File: src/rtl/matrix_mult_host_pkg.sv
// Shared definitions for the matrix multiplier host: element width,
// controller state encoding and the packed-bus width helper.
package matrix_mult_host_pkg;

  localparam int ELEMENT_LENGTH = 32;

  typedef enum logic [2:0] {
    FILL  = 3'd0,
    LOAD  = 3'd1,
    WAIT  = 3'd2,
    ACK   = 3'd3,
    DRAIN = 3'd4
  } state_t;

  // Width of a flat bus carrying n elements, element 0 in the MSBs.
  function automatic int bus_width(input int n);
    return ELEMENT_LENGTH * n;
  endfunction

endpackage

File: src/rtl/matrix_mult_host_serializer.sv
// Streams the elements of a flat bus out one at a time, element 0 first.
// Handshake: a beat transfers on a rising edge where m_valid && m_ready;
// m_data/m_last stay stable while m_valid is high and m_ready is low.
module mat_serializer
  import matrix_mult_host_pkg::*;
#(
  parameter int N  = 4,
  parameter int CW = $clog2(N + 1)
) (
  input  logic                      clk,
  input  logic                      rst,
  input  logic                      en,
  input  logic [bus_width(N)-1:0]   data,
  input  logic                      m_ready,
  output logic [ELEMENT_LENGTH-1:0] m_data,
  output logic                      m_valid,
  output logic                      m_last,
  output logic                      done
);

  localparam int BW = bus_width(N);

  logic [CW-1:0]             ocnt;
  logic [ELEMENT_LENGTH-1:0] elem;

  // Element index: advances per accepted beat, parks at zero when idle.
  always_ff @(posedge clk or negedge rst) begin
    if (!rst) begin
      ocnt <= '0;
    end else if (!en) begin
      ocnt <= '0;
    end else if (m_ready) begin
      ocnt <= (ocnt == CW'(N - 1)) ? '0 : ocnt + CW'(1);
    end
  end

  // Select the current element and form the stream outputs.
  always_comb begin
    elem = '0;
    for (int e = 0; e < N; e++) begin
      if (ocnt == CW'(e)) elem = data[BW-1-ELEMENT_LENGTH*e -: ELEMENT_LENGTH];
    end
    m_valid = en;
    m_data  = en ? elem : '0;
    m_last  = en && (ocnt == CW'(N - 1));
    done    = en && m_ready && (ocnt == CW'(N - 1));
  end

endmodule

File: src/rtl/matrix_mult_host.sv
// Host-side driver for the matrix multiplier: collects A then B from a
// serial element stream, issues a one-cycle load, waits for the result
// (masking the first cycle after load), acknowledges it and streams the
// product out row-major.
// Input handshake: an element is taken on a rising edge where
// s_valid && s_ready; s_ready is high only while filling.
module matrix_mult_host
  import matrix_mult_host_pkg::*;
#(
  parameter int NUM_FIRST_ROW  = 2,
  parameter int NUM_FIRST_COL  = 2,
  parameter int NUM_SECOND_COL = 2
) (
  input  logic                                                  clk,
  input  logic                                                  rst,
  input  logic [ELEMENT_LENGTH-1:0]                             s_data,
  input  logic                                                  s_valid,
  output logic                                                  s_ready,
  output logic [bus_width(NUM_FIRST_ROW*NUM_FIRST_COL)-1:0]     mm_In1,
  output logic [bus_width(NUM_FIRST_COL*NUM_SECOND_COL)-1:0]    mm_In2,
  output logic                                                  mm_load,
  input  logic [bus_width(NUM_FIRST_ROW*NUM_SECOND_COL)-1:0]    mm_Out,
  input  logic                                                  mm_ready,
  output logic                                                  mm_ack,
  output logic [ELEMENT_LENGTH-1:0]                             m_data,
  output logic                                                  m_valid,
  input  logic                                                  m_ready,
  output logic                                                  m_last,
  output logic                                                  busy,
  output logic [2:0]                                            dbg_state
);

  localparam int NA  = NUM_FIRST_ROW * NUM_FIRST_COL;
  localparam int NB  = NUM_FIRST_COL * NUM_SECOND_COL;
  localparam int NO  = NUM_FIRST_ROW * NUM_SECOND_COL;
  localparam int NIN = NA + NB;
  localparam int CW  = $clog2(NIN + 1);
  localparam int AW  = bus_width(NA);
  localparam int BW  = bus_width(NB);
  localparam int OW  = bus_width(NO);

  state_t        state, next_state;
  logic [CW-1:0] cnt;
  logic          wait_mask;
  logic [OW-1:0] out_buf;
  logic          take;
  logic          capture;
  logic          drain_done;

  // State register.
  always_ff @(posedge clk or negedge rst) begin
    if (!rst) state <= FILL;
    else      state <= next_state;
  end

  // Next-state and control outputs decoded from the current state.
  always_comb begin
    next_state = state;
    s_ready    = 1'b0;
    mm_load    = 1'b0;
    mm_ack     = 1'b0;
    take       = 1'b0;
    capture    = 1'b0;
    busy       = 1'b1;
    case (state)
      FILL: begin
        s_ready = 1'b1;
        take    = s_valid;
        busy    = (cnt != '0);
        if (s_valid && cnt == CW'(NIN - 1)) next_state = LOAD;
      end
      LOAD: begin
        mm_load    = 1'b1;
        next_state = WAIT;
      end
      WAIT: begin
        capture = !wait_mask && mm_ready;
        if (capture) next_state = ACK;
      end
      ACK: begin
        mm_ack     = 1'b1;
        next_state = DRAIN;
      end
      DRAIN: begin
        if (drain_done) next_state = FILL;
      end
      default: next_state = FILL;
    endcase
  end

  // Operand packing, wait-cycle mask and result capture.
  always_ff @(posedge clk or negedge rst) begin
    if (!rst) begin
      cnt       <= '0;
      wait_mask <= 1'b0;
      mm_In1    <= '0;
      mm_In2    <= '0;
      out_buf   <= '0;
    end else begin
      case (state)
        FILL: begin
          if (take) begin
            for (int e = 0; e < NA; e++) begin
              if (cnt == CW'(e)) mm_In1[AW-1-ELEMENT_LENGTH*e -: ELEMENT_LENGTH] <= s_data;
            end
            for (int e = 0; e < NB; e++) begin
              if (cnt == CW'(NA + e)) mm_In2[BW-1-ELEMENT_LENGTH*e -: ELEMENT_LENGTH] <= s_data;
            end
            cnt <= (cnt == CW'(NIN - 1)) ? '0 : cnt + CW'(1);
          end
        end
        LOAD: wait_mask <= 1'b1;
        WAIT: begin
          wait_mask <= 1'b0;
          if (capture) out_buf <= mm_Out;
        end
        ACK, DRAIN: ;
        default: begin
          cnt       <= '0;
          wait_mask <= 1'b0;
        end
      endcase
    end
  end

  mat_serializer #(.N(NO)) u_serializer (
    .clk     (clk),
    .rst     (rst),
    .en      (state == DRAIN),
    .data    (out_buf),
    .m_ready (m_ready),
    .m_data  (m_data),
    .m_valid (m_valid),
    .m_last  (m_last),
    .done    (drain_done)
  );

  assign dbg_state = state;

endmodule

File: config.mk
export PLATFORM = sky130hd
export DESIGN_NAME = matrix_mult_host
export DESIGN_NICKNAME = d
export VERILOG_FILES = /design/src/rtl/matrix_mult_host_pkg.sv /design/src/rtl/matrix_mult_host_serializer.sv /design/src/rtl/matrix_mult_host.sv
export SDC_FILE = /design/constraint.sdc
export NUM_CORES = 1
export LEC_CHECK = 0
export ABC_AREA = 1
export ABC_CLOCK_PERIOD_IN_PS = 4300
export BUFFER_PORTS_ARGS = -buffer_cell sky130_fd_sc_hd__buf_2
export CAP_MARGIN = 30
export CORE_MARGIN = 2
export CORE_UTILIZATION = 40
export CTS_BUF_LIST = sky130_fd_sc_hd__clkbuf_8
export CTS_CLUSTER_DIAMETER = 120
export CTS_CLUSTER_SIZE = 12
export DETAILED_ROUTE_END_ITERATION = 12
export GPL_ROUTABILITY_DRIVEN = 0
export PLACE_DENSITY_LB_ADDON = 0.08
export RECOVER_POWER = 25
export SLEW_MARGIN = 20
export SYNTH_ARGS = -nofsm -noshare
export SYNTH_HDL_FRONTEND = slang
export SYNTH_SLANG_ARGS = --single-unit
File: constraint.sdc
create_clock -name clk -period 4.3 [get_ports clk]
set_clock_uncertainty 0.05 [all_clocks]
set_input_delay 0 -clock clk [delete_from_list [all_inputs] [get_ports clk]]
set_output_delay 0 -clock clk [all_outputs]
set_load 0.03 [all_outputs]
==> flow_summary.json <==
{
  "worstSetupStartpointType": "flop",
  "ir_drop_uv": 436,
  "worst_path_max_delay_cell": "buf_4",
  "setup-violations-final": 0,
  "holdCritStartpoint": "mm_Out[27]",
  "start_util_pct": 40.4,
  "critPathKind": "reg2out",
  "grt_use_total_pct": 27.0,
  "cts_hold_buf": 165,
  "drtIter0Drc": 1458,
  "post_dp_cell_area_sq_um": 19700,
  "cts_buffer_depth": 3,
  "wl_per_cell_um": 19.1,
  "crit_required_ns": 4.25,
  "path_delay_family": "buffers and inverters",
  "antenna_cells": 0,
  "grt_max_degree": 116,
  "clock.fmax_ghz": 0.327,
  "tns_ns": 0,
  "grt_first_pass_wirelength_mm": 91.9,
  "synth_area_sq_um": 17000,
  "dp.final_hpwl_mm": 38.3,
  "path_cells": "clkinv_1, buf_4, nand2_2, buf_4, buf_4, nand2_1, inv_1, a21oi_1, buf_2",
  "crit_buf_inv": 6,
  "drc": 0,
  "synthArstFlopShare_pct": 100,
  "synth-seq-cells": 395,
  "crit_path_max_incr_delay_ns": 0.42,
  "yosysWarnings": 0,
  "cts_tree": "built",
  "regToRegSetupSlack_ns": 1.43,
  "cts-resized-gates": 0,
  "worst_pin_slew_ns": 3.17,
  "clock_latency_ns": 0.61,
  "numCtsBuffers": 38,
  "clock-sinks": 395,
  "status": "complete, but fails checks",
  "slew_headroom_pct": -111,
  "vias": 15800,
  "hold_violations": 0,
  "num-fill-cells": 4050,
  "synthDistinctLibCells": 30,
  "startpoint": "u_serializer.ocnt[2]",
  "synth_top_area_share_pct": 58.3,
  "nets": 2768,
  "top_level_ports": 462,
  "avgViaCountPerCell": 5.05,
  "antenna_left": 0,
  "rows": 75,
  "wl_mm": 60.0,
  "rsz0062_at_grt": "no",
  "path_clk_slew_ns": 0.09,
  "arrival_ns": 3.01,
  "synth.area.top_cells": "dfrtp_1, nand2_1, o21ai_0",
  "avgSynthCellArea_sq_um": 8.34,
  "whs_ns": 0.116,
  "overflow": 0,
  "stdcell_area_sq_um": 21800,
  "period_share_pct": 71.2,
  "syn_inst": 2035,
  "drt_pass1_iterations": 6,
  "total_power_mw": 15.9,
  "hp-class": "in2reg",
  "max_cap_viol_count": 1,
  "power_density_nw_per_um2": 730,
  "worstReg2RegStart": "dbg_state[0]",
  "portBuffers": 461,
  "synth-main-ff-cell": "dfrtp_1",
  "clockRootBuffer": "clkbuf_8",
  "ctsHtreeMaxLevel": 2,
  "period_needed_ns": 3.06,
  "cp-end-kind": "primary output",
  "violations": "capacitance limit, slew limit",
  "dieArea_sq_um": 44100,
  "yosysSeqAreaShare_pct": 58.3,
  "p_leak_nw": 11.8,
  "synth_edf_count": 0,
  "cts_setup_buffers": 0,
  "synth_top_area_cell": "dfrtp_1",
  "slew_viol_final": 114,
  "area_delta_synth_final_pct": 28.3,
  "core_sq_um": 41900,
  "die_y_um": 210,
  "antenna_found_initial": 0,
  "grt_pass1_vias": 15700,
  "syn_nets": 2208,
  "crit_fanout": 44,
  "die_w_um": 210,
  "path_common_cell": "buf_4",
  "drive_gt1_share_pct": 17.5
}
state kept, by name, summed over array words and instances, names as in the netlist:
signal	count
mm_In1	128
mm_In2	128
dbg_state	3
wait_mask	1
u_serializer.ocnt	3
cnt	4
out_buf	128
final timing paths:
path	to	cells after the start
worst min register to register	out_buf[26]	2
min in group asynchronous	out_buf[92]	2
worst min-delay path	out_buf[27]	4
worst max register to register	mm_In1[122]	7
worst max-delay path	m_data[6]	9
max in group asynchronous	mm_In1[77]	3
tightest hold or removal path: stages:
cell	delay (ns)
dlygate4sd3_1	0.51
buf_2	0.10
nand3_1	0.07
nand2_1	0.06
layer usage:
layer	up-vias	track usage, %	wire, um
met1	7593	36.8	26300
li1	7558	-	-
met5	-	0	0
met4	0	9.93	2190
met3	120	6.21	4220
met2	576	42.4	27200
stage by stage:
step                      utilization (%)  std cells  worst slack (ns)
after global placement               46.8       2926              1.51
after detailed placement             47.0       2929              1.45
after floorplan                         -       2035              2.35
after CTS                            52.2       3135              1.15
final                                51.9       3135              1.24
after global routing                 51.9       3135             0.786
logic make-up (layout without fill, tap and decap cells):
group | after synthesis | after routing | synth area share [%]
AND/OR/NAND/NOR | 1021 | 1021 | 24.4
flip-flops | 395 | 395 | 58.3
AO/OA/AOI/OAI | 361 | 361 | 10.7
buffers and inverters | 249 | 810 | 6.05
adder cells (fa/ha/maj) | 8 | 8 | 0.590
XOR/XNOR | 1 | 1 | 0.0516
cell usage in the layout (no fill, tap or decap):
cell and count:
a211oi_1 1, a21oi_1 64, buf_12 4, buf_16 2, buf_2 357, buf_4 22, clkbuf_1 103, clkbuf_2 1
clkbuf_8 39, clkinv_1 1, clkinvlp_4 1, dfrtp_1 395, dlygate4sd3_1 165, ha_1 8, inv_1 110, inv_2 4
inv_4 1, nand2_1 791, nand2_2 2, nand2_4 3, nand3_1 166, nand3_2 2, nand4_1 2, nor2_1 38
nor2_2 5, nor2_4 8, nor2_8 1, nor3_1 1, o21ai_0 255, o21ai_1 39, o22ai_1 2, or2_2 2
xor2_1 1
Yosys cell counts (all sizes together), types with 2 or more instances:
| library cell | n |
|---|---|
| a21oi | 64 |
| buf | 65 |
| clkbuf | 69 |
| dfrtp | 395 |
| ha | 8 |
| inv | 114 |
| nand2 | 796 |
| nand3 | 168 |
| nand4 | 2 |
| nor2 | 52 |
| o21ai | 294 |
| o22ai | 2 |
| or2 | 2 |
power by group:
part	switching (mW)	internal (mW)
Combinational	5.64	1.88
Clock	1.27	0.816
Sequential	0.873	5.41
layout make-up:
cell class	count	area (sq um)	area share [%]
Clock buffer	39	537	2.47
Inverter	115	434	1.99
Timing Repair Buffer	654	4130	19.0
Tap cell	539	674	3.10
Clock inverter	2	11.3	0.0517
Sequential cell	395	9880	45.4
Multi-Input combinational cell	1391	6100	28.0
No activity file was read; power rests on OpenSTA's default activity.
